--- config.mk ---
export PLATFORM = sky130hd
export DESIGN_NAME = alu_pipe
export DESIGN_NICKNAME = d
export VERILOG_FILES = /design/src/rtl/alu_pkg.sv /design/src/rtl/alu_core.sv /design/src/rtl/alu_pipe.sv
export SDC_FILE = /design/constraint.sdc
export NUM_CORES = 1
export LEC_CHECK = 0
export ABC_CLOCK_PERIOD_IN_PS = 4500
export CORE_MARGIN = 1.5
export CORE_UTILIZATION = 60
export DETAILED_ROUTE_END_ITERATION = 8
export PLACE_DENSITY = 0.86
export SLEW_MARGIN = 20
export SYNTH_ARGS = -nofsm -noshare
export SYNTH_HDL_FRONTEND = slang
export SYNTH_SLANG_ARGS = --single-unit
--- constraint.sdc ---
create_clock -name clock -period 4.5 [get_ports clock]
set_input_delay 0.9 -clock clock [delete_from_list [all_inputs] [get_ports clock]]
set_output_delay 0.9 -clock clock [all_outputs]
set_load 0.05 [all_outputs]
--- src/rtl/alu_pkg.sv ---
// Shared definitions for the pipelined ALU: function codes, code width and
// the flag bundle carried alongside each result.
package alu_pkg;

  localparam int NB_OP = 6;

  localparam logic [NB_OP-1:0] OP_ADD = 6'b100000;
  localparam logic [NB_OP-1:0] OP_SUB = 6'b100010;
  localparam logic [NB_OP-1:0] OP_AND = 6'b100100;
  localparam logic [NB_OP-1:0] OP_OR  = 6'b100101;
  localparam logic [NB_OP-1:0] OP_XOR = 6'b100110;
  localparam logic [NB_OP-1:0] OP_NOR = 6'b100111;
  localparam logic [NB_OP-1:0] OP_SLL = 6'b000000;
  localparam logic [NB_OP-1:0] OP_SRL = 6'b000010;
  localparam logic [NB_OP-1:0] OP_SRA = 6'b000011;

  typedef struct packed {
    logic zero;
    logic carry;
    logic overflow;
    logic err;
  } alu_flags_t;

endpackage

--- src/rtl/alu_core.sv ---
// Combinational ALU datapath: result and flags from already-registered
// operands and function code.
module alu_core
  import alu_pkg::*;
#(
  parameter int NB_DATA = 6
) (
  input  logic [NB_DATA-1:0] a_i,
  input  logic [NB_DATA-1:0] b_i,
  input  logic [NB_OP-1:0]   op_i,
  output logic [NB_DATA-1:0] res_o,
  output alu_flags_t         flags_o
);

  localparam int MSB = NB_DATA - 1;
  localparam logic [NB_DATA-1:0] SH_LIM = NB_DATA'(NB_DATA);

  logic [NB_DATA:0] sum;
  logic [NB_DATA:0] diff;
  logic             shift_big;

  // The extra top bit of diff is the unsigned borrow (A < B).
  assign sum       = {1'b0, a_i} + {1'b0, b_i};
  assign diff      = {1'b0, a_i} - {1'b0, b_i};
  assign shift_big = (b_i >= SH_LIM);

  always_comb begin
    res_o   = '0;
    flags_o = '0;
    case (op_i)
      OP_ADD: begin
        res_o            = sum[MSB:0];
        flags_o.carry    = sum[NB_DATA];
        flags_o.overflow = (a_i[MSB] == b_i[MSB]) && (sum[MSB] != a_i[MSB]);
      end
      OP_SUB: begin
        res_o            = diff[MSB:0];
        flags_o.carry    = diff[NB_DATA];
        flags_o.overflow = (a_i[MSB] != b_i[MSB]) && (diff[MSB] != a_i[MSB]);
      end
      OP_AND: res_o = a_i & b_i;
      OP_OR:  res_o = a_i | b_i;
      OP_XOR: res_o = a_i ^ b_i;
      OP_NOR: res_o = ~(a_i | b_i);
      OP_SLL: res_o = shift_big ? '0 : (a_i << b_i);
      OP_SRL: res_o = shift_big ? '0 : (a_i >> b_i);
      OP_SRA: res_o = shift_big ? {NB_DATA{a_i[MSB]}}
                                : NB_DATA'($signed(a_i) >>> b_i);
      default: flags_o.err = 1'b1;
    endcase
    flags_o.zero = (res_o == '0);
  end

endmodule

--- src/rtl/alu_pipe.sv ---
// Two-stage pipelined ALU: S1 registers operands, S2 registers result and
// flags. Valid/ready on both sides with full backpressure.
module alu_pipe
  import alu_pkg::*;
#(
  parameter int NB_DATA = 6,
  parameter int NB_OP_P = NB_OP
) (
  input  logic               clock,
  input  logic               reset,
  input  logic               i_valid,
  output logic               o_ready,
  input  logic [NB_DATA-1:0] i_A,
  input  logic [NB_DATA-1:0] i_B,
  input  logic [NB_OP_P-1:0] i_OP,
  output logic               o_valid,
  input  logic               i_ready,
  output logic [NB_DATA-1:0] o_res,
  output logic               o_zero,
  output logic               o_carry,
  output logic               o_overflow,
  output logic               o_err
);

  if (NB_OP_P != 6) begin : g_bad_op_width
    $error("alu_pipe: NB_OP must be 6");
  end
  if (NB_DATA < 4 || NB_DATA > 32) begin : g_bad_data_width
    $error("alu_pipe: NB_DATA must be within 4..32");
  end

  // Handshake: a transfer happens on a rising edge where valid && ready.
  // A stage advances when it is empty or its downstream advances, so
  // o_ready depends combinationally on i_ready and a full pipe can accept
  // and deliver in the same cycle without a bubble.
  logic               s1_valid_q;
  logic [NB_DATA-1:0] a_q;
  logic [NB_DATA-1:0] b_q;
  logic [NB_OP-1:0]   op_q;
  logic               s2_valid_q;
  logic [NB_DATA-1:0] res_q;
  alu_flags_t         flags_q;

  logic [NB_DATA-1:0] res_d;
  alu_flags_t         flags_d;
  logic               s1_adv;
  logic               s2_adv;

  assign s2_adv  = !s2_valid_q || i_ready;
  assign s1_adv  = !s1_valid_q || s2_adv;
  assign o_ready = s1_adv;

  alu_core #(.NB_DATA(NB_DATA)) u_core (
    .a_i     (a_q),
    .b_i     (b_q),
    .op_i    (op_q),
    .res_o   (res_d),
    .flags_o (flags_d)
  );

  always_ff @(posedge clock or posedge reset) begin
    if (reset) begin
      s1_valid_q <= 1'b0;
      a_q        <= '0;
      b_q        <= '0;
      op_q       <= '0;
    end else if (s1_adv) begin
      s1_valid_q <= i_valid;
      if (i_valid) begin
        a_q  <= i_A;
        b_q  <= i_B;
        op_q <= i_OP[NB_OP-1:0];
      end
    end
  end

  always_ff @(posedge clock or posedge reset) begin
    if (reset) begin
      s2_valid_q <= 1'b0;
      res_q      <= '0;
      flags_q    <= '0;
    end else if (s2_adv) begin
      s2_valid_q <= s1_valid_q;
      if (s1_valid_q) begin
        res_q   <= res_d;
        flags_q <= flags_d;
      end
    end
  end

  assign o_valid    = s2_valid_q;
  assign o_res      = res_q;
  assign o_zero     = flags_q.zero;
  assign o_carry    = flags_q.carry;
  assign o_overflow = flags_q.overflow;
  assign o_err      = flags_q.err;

endmodule
# [Yosys cells after proc, flatten, opt, wreduce, memory -nomap -nowiden]
# Index checks and enable logic that the tools add are counted.
[totals] in_bits=22 regBits=30 ram_bits=0 out_inout_bits=12 mem_count=0 latchBits=0 romBits=0
[classes] reduce_logical=11 n_addsub=2 div_mod_pow=0 order_cmp=1 muxes=6 bitwise=4 n_eq_ne=12 n_shift=3 multipliers=0
[ops] cell="one-hot mux 6 bit (9 select lines)" n=1
[ops] cell="== test 6 bit (second input constant)" n=6
[ops] cell="2-to-1 mux 6 bit" n=3
[ops] cell="== test 6 x 2 -> 1 bit (second input constant)" n=2
[ops] cell="logical NOT 6 bit" n=2
[ops] cell="OR reduction 9 bit" n=1
[ops] cell="adder 6 x 6 -> 7 bit" n=1
[ops] cell="subtractor 6 x 6 -> 7 bit" n=1
[ops] cell="AND 6 bit" n=1
[ops] cell="greater-or-equal comparator 6 x 3 -> 1 bit (second input constant)" n=1
[ops] cell="NOT 6 bit" n=1
[ops] cell="bitwise OR 6 bit" n=1
[ops] cell="left shift 6 x 6 -> 6 bit" n=1
[ops] cell="right shift 6 x 6 -> 6 bit" n=1
[ops] cell=">>> shifter 6 x 6 -> 6 bit" n=1
[ops] cell="bitwise XOR 6 bit" n=1
[ops] cell="one-hot mux 2 bit (2 select lines)" n=1
[ops] cell="AND reduction 2 bit" n=2
[ops] cell="inequality test 1 bit" n=3
[ops] cell="logical AND 1 bit" n=2
[ops] cell="logical NOT 1 bit" n=2
[ops] cell="logical OR 1 bit" n=2
[ops] cell="== test 1 bit" n=1
[ops] cell="2-to-1 mux 1 bit" n=1

# [Logic depth before layout (Yosys ltp)]
# Gate-level depths: netlist (run 1).
[depth] depth_word=4 ltp_mapped=11 depth_no_buf=10

# [Hierarchy]
# From an unflattened synthesis (run 1), not the netlist that was laid out.
[hier_totals] hier_cells=285 area_unflattened_um2=2803.9
[by_module_without_submodules] mod="alu_core" seq_area_each_um2=0.0 instances=1 cells_each=219 area_per_inst_um2=1610.3
[by_module_without_submodules] mod="alu_pipe" seq_area_each_um2=750.7 instances=1 cells_each=66 area_per_inst_um2=1193.6

# [Worst setup path after synthesis (run 1)]
# Ideal clock, no wire load.
[synth_path] path_type="input to register" from="in i_ready" to="reg a_q[0]" path_buffers=1 arrival_ps=2578 cell_stages=4 required_ps=4375 setup_ps=125 slack_ps=1798 cell_sequence="nand3b_1 > nand2_1 > clkbuf_1 > mux2_2"
[synth_via] elab_chain_len=3
[synth_lines] element="start, declared" line="alu_pipe.sv:17" rtl="input logic i_ready,"
[synth_lines] element="logical OR 1 bit" line="alu_pipe.sv:49" rtl="assign s2_adv = !s2_valid_q || i_ready;"
[synth_lines] element="logical OR 1 bit" line="alu_pipe.sv:50" rtl="assign s1_adv = !s1_valid_q || s2_adv;"
[synth_lines] element="AND reduction 2 bit (no source line)"
[synth_lines] element="end signal, assigned" line="alu_pipe.sv:70" rtl="a_q <= i_A;"
[synth_lines] element="end, declared" line="alu_pipe.sv:37" rtl="logic [NB_DATA-1:0] a_q;"
# Every way passes these cells.
# A chain may end at the register's enable or synchronous reset.

# [Final worst setup path (run 1)]
[layout_path] from="in i_ready" to="out o_ready"
[layout_via] elab_chain_len=2
[layout_lines] element="logical OR 1 bit" line="alu_pipe.sv:49"
[layout_lines] element="logical OR 1 bit" line="alu_pipe.sv:50"
[layout_lines] element="end, declared" line="alu_pipe.sv:12" rtl="output logic o_ready,"
# Every way passes these cells.

==> reports/metrics.cfg, run 1 <==
[logic_synthesis]
syn_nets=342
synth_cell_type_count=52
ys_warn_count=0
synth_edf_count=0
synth_seq_cells=30
synth-main-ff-cell=dfrtp_1
async_reset_ff_share_pct=100
ys_seq_area_share_pct=28.5
synth_cells=300
netlist_area_um2=2630
syn-mean-instance-area_um2=8.78

[critical_path]
r2r_end=o_res[5]$_DFFE_PP0P_
worst-r2r-cell-count=9
rrSetupSlack_ps=1350
endpoint_kind=output port
r2r_start=b_q[1]$_DFFE_PP0P_
startpoint_type=primary input
cp_max_fo=3
criticalPathCategory=primary input to output port
arrival_ps=2360
worstPathRequired_ps=3600

[drt]
drtPass1Iterations=6
drt_iter0_markers=208
drtAntennaViolNets=0
vias=2461
drc=0
routed_wl_um=6650
wire_per_inst_um=17.8
vias_per_cell=6.60

[power]
worst_ir_drop_vdd_mv=0.241
power_leakage_nw=1.27
power_density_nw_per_um2=373

[placed_design]
hpwlAfterDp_um=4840
dp_cells=365
gp_congestion=0.990
port_buffers=33

[clock_tree]
clock_latency_ps=290
clock-root-buffer=clkbuf_8
cts_sinks=30
cts_buffer_depth=2
cts_buffers=5
cts-htree-levels=2
clk_pin_slew_worst_paths_ps=60
cts_hold_buf=0
cts_resized=0
cts_tree=built
cts_setup_buffers=0

[global_routing]
antenna_found_initial=0
grt_max_degree=38
first_global_vias=2369
grt_remaining_overflow=0
track_usage_pct=29.4
grt_pass1_wl_um=11400

[hold_path]
hp-start=o_overflow$_DFFE_PP0P_
min_delay_path_depth=2
min_to=o_overflow$_DFFE_PP0P_
hold_path_class=register to register

[cells_and_area]
num-nets-final=364
diodes=0
fillCellCount=308
layout.cells.non_filler=373
syn2layout_area_growth_pct=16.3
drive_gt1_share_pct=12.1
final_cell_mix=clkdlybuf4s50_1 (33), dfrtp_1 (30), nand2_1 (27)
mostFrequentLayoutCell=clkdlybuf4s50_1

[sta]
relSlewSlack_pct=44.0
holdWs_ps=476
tns_ps=0
hold_violations=0
fin_worst_skew_ps=3.20
grt_setup_unrepaired=false
worst_pin_slew_ps=840
slew_violations=0
report.final.setup_viol=0
fin_crit_sh_pct=72.4
min_period_ps=3260
max_freq_mhz=307

[floorplan]
die_h_um=69.2
start_util_pct=64.0
io_pins=34
die_w_um=69.2
die-area_um2=4790
num_rows=23
core_um2=4120

[run]
cap_violations=0

[run_status]
status=finished, final reports clean

[how the worst max path moves through the flow]
stage                             from                   end
floorplan                      i_ready    a_q[0]$_DFFE_PP0P_
global placement               i_ready               o_ready
detailed placement             i_ready               o_ready
CTS                            i_ready               o_ready
global route        b_q[1]$_DFFE_PP0P_  o_res[5]$_DFFE_PP0P_
finish                         i_ready               o_ready
[metal layers]
metal  track usage (%)  vias to the layer above  part of all wire [%]
met5                 0                        -                     0
li1                  -                     1146                     -
met3              7.85                       21                   7.9
met4              14.6                        0                   3.0
met2              43.9                      126                    47
met1              39.4                     1168                    42
[area by class of cell]
class / instances / area, um2 / share of cell area (%)
Timing Repair Buffer: 34 / 338 / 11.0
Multi-Input combinational cell: 233 / 1730 / 56.6
Inverter: 18 / 67.6 / 2.21
Tap cell: 50 / 62.6 / 2.04
Clock inverter: 3 / 40.0 / 1.31
Clock buffer: 5 / 68.8 / 2.25
Sequential cell: 30 / 751 / 24.5
[kinds of logic after synthesis]
group / share of synthesized area [%]
flops: 28.5
compound gates: 20.5
simple gates: 19.7
fa+ha+maj: 10.1
buf+inv: 5.61
mux: 13.9
xor+xnor: 1.66
[cell usage after synthesis (7+ instances only)]
| library cell | count | area [um2] |
|---|---|---|
| buf_2 | 7 | 35.0 |
| dfrtp_1 | 30 | 751 |
| ha_1 | 18 | 225 |
| inv_1 | 17 | 63.8 |
| mux2_2 | 19 | 214 |
| o21ai_0 | 15 | 75.1 |
| a21oi_1 | 20 | 100 |
| mux2i_1 | 13 | 130 |
| clkbuf_1 | 11 | 41.3 |
| nor2_1 | 17 | 63.8 |
| nand2_1 | 27 | 101 |
| o211ai_1 | 9 | 67.6 |
| a31oi_1 | 8 | 50.1 |
[power by group]
part | switching (mW) | internal, mW | total (mW)
registers | 0.0923 | 0.303 | 0.396
logic | 0.265 | 0.207 | 0.473
clock network | 0.110 | 0.163 | 0.273
[registers in the layout, indices dropped and copies added, names as in the netlist, 6 cells and up]
register and cells:
op_q 6, o_res 6, b_q 6, a_q 6
[metrics by stage]
stage | instance area [um2] | utilization [%] | total power [mW] | worst slack (ps)
after global placement | 2950 | 71.8 | 0.843 | 1290
after detailed placement | 2950 | 71.8 | 0.858 | 1240
final | 3060 | 74.4 | 1.14 | 1240
after CTS | 3060 | 74.4 | 1.13 | 1240
after global routing | 3060 | 74.4 | 1.21 | 1120
after floorplan | 2630 | - | 0.732 | 1800
[worst max-delay path, stage by stage]
cell	delay (ps)
clkdlybuf4s50_1	480
nand3b_1	160
clkdlybuf4s50_1	820
(Power assumes the default switching activity.)
==> run 2: changes to the inputs <==
- ABC_CLOCK_PERIOD_IN_PS: 4500 -> 3150
- CORE_UTILIZATION: 60 -> 56
- PLACE_DENSITY: 0.86 -> 0.81
- clock period: 4.5 -> 3.15 ns (I/O delays scaled with it)
==> run 2 against run 1 <==
Effect of this change: sequential power is 33% higher; critical path depth is the same; final area grew 3.1%; clock skew rose by 5.0 ps; largest power group unchanged.
==> reports/metrics.cfg, run 2 (same netlist as run 1, synthesis figures left out) <==
[run_status]
status=finished, final reports clean

[drt]
vias=2513
drt_iter0_markers=255
wl_met3_um=513
drtAntennaViolNets=0
wire_per_inst_um=18.4
routed.top_layer=met4
routed_wl_um=7090
wl_met1_um=3110
drtPass1Iterations=5
vias_per_cell=6.51
drc=0
met2_length_um=3360

[critical_path]
arrival_ps=2080
criticalPathCategory=primary input to output port
rrSetupSlack_ps=480
crit_top_cell=clkdlybuf4s50_1
crit_slowest_cell=clkdlybuf4s50_1
worstPathRequired_ps=2520
cp_max_fo=3
worst-r2r-cell-count=10
endpoint_kind=output port
crit_chain=clkdlybuf4s50_1 > nand3b_1 > clkdlybuf4s50_1
startpoint_type=primary input
r2r_start=a_q[0]$_DFFE_PP0P_
slowest_delay_ps=820
r2r_end=o_zero$_DFFE_PP0P_

[clock_tree]
cts_tree=built
cts_sinks=30
clock_latency_ps=290
clock-root-buffer=clkbuf_8
cts-htree-levels=2
cts_setup_buffers=0
clk_pin_slew_worst_paths_ps=60
cts_hold_buf=0
cts_buffers=5
cts_resized=0
cts_buffer_depth=2

[sta]
tns_ps=0
slew_violations=0
max_freq_mhz=369
holdWs_ps=483
setup_slack_ps=443
grt_setup_unrepaired=false
relSlewSlack_pct=62.0
report.final.setup_viol=0
hold_violations=0
worst_pin_slew_ps=556
fin_worst_skew_ps=8.16
fin_crit_sh_pct=85.9
min_period_ps=2710

[hold_path]
min_to=o_res[5]$_DFFE_PP0P_
hold_path_class=register to register
min_delay_path_depth=2
hp-start=o_res[5]$_DFFE_PP0P_

[floorplan]
die_h_um=71.6
io_pins=34
core_um2=4440
die_w_um=71.6
die-area_um2=5120
start_util_pct=59.2
num_rows=24

[cells_and_area]
diodes=0
drive_gt1_share_pct=14.7
mostFrequentLayoutCell=clkdlybuf4s50_1
post-route-cell-area_um2=3160
final_cell_mix=clkdlybuf4s50_1 (33), dfrtp_1 (30), nand2_1 (27)
fillCellCount=359
num-nets-final=376
syn2layout_area_growth_pct=20.0

[power]
worst_ir_drop_vdd_mv=0.323
total_power_mw=1.67
power_density_nw_per_um2=528
power_leakage_nw=1.32

[global_routing]
grt_pass1_wl_um=11600
antenna_found_initial=0
first_global_vias=2351
track_usage_pct=29.4
grt_remaining_overflow=0
grt_max_degree=35

[placed_design]
pre_cts_ws_ps=459
gp_congestion=0.968
port_buffers=33
place_area_um2=3050
hpwlAfterDp_um=5230

[run]
cap_violations=0

run 2: worst max-delay path, delay by kind of cell:
kind                   cells  cell delay (ps)
and+or+nand+nor            1              150
buffers and inverters      2             1290
run 2: stage by stage:
step	utilization, %	std cells
floorplan	-	300
global placement	68.5	379
detailed placement	68.5	379
CTS	71.1	386
global route	71.1	386
finish	71.1	386
run 2: area by class of cell:
| cell class | count | area (um2) | share of cell area, % |
|---|---|---|---|
| Clock buffer | 6 | 82.6 | 2.61 |
| Clock inverter | 1 | 30.0 | 0.951 |
| Inverter | 18 | 67.6 | 2.14 |
| Multi-Input combinational cell | 233 | 1730 | 54.9 |
| Sequential cell | 30 | 751 | 23.8 |
| Tap cell | 52 | 65.1 | 2.06 |
| Timing Repair Buffer | 46 | 428 | 13.5 |
run 2: layer usage:
metal | track usage (%) | up-vias
li1 | - | 1168
met1 | 41.9 | 1223
met2 | 45.3 | 108
met3 | 4.50 | 14
met4 | 11.7 | 0
met5 | 0 | -
run 2: power breakdown:
group          total [mW]  switching (mW)  internal, mW
Sequential          0.525          0.0909         0.434
Combinational       0.748           0.429         0.319
Clock               0.396           0.143         0.253
run 2: worst max-delay path by stage:
stage                       start                  to  slack, ps  cells after the start
3_5_place_dp              i_ready             o_ready        460                      3
6_report                  i_ready             o_ready        440                      3
2_1_floorplan  b_q[2]$_DFFE_PP0P_  o_zero$_DFFE_PP0P_        590                     11
4_1_cts                   i_ready             o_ready        450                      3
3_3_place_gp              i_ready             o_ready        480                      3
5_1_grt        a_q[0]$_DFFE_PP0P_  o_zero$_DFFE_PP0P_        390                     10
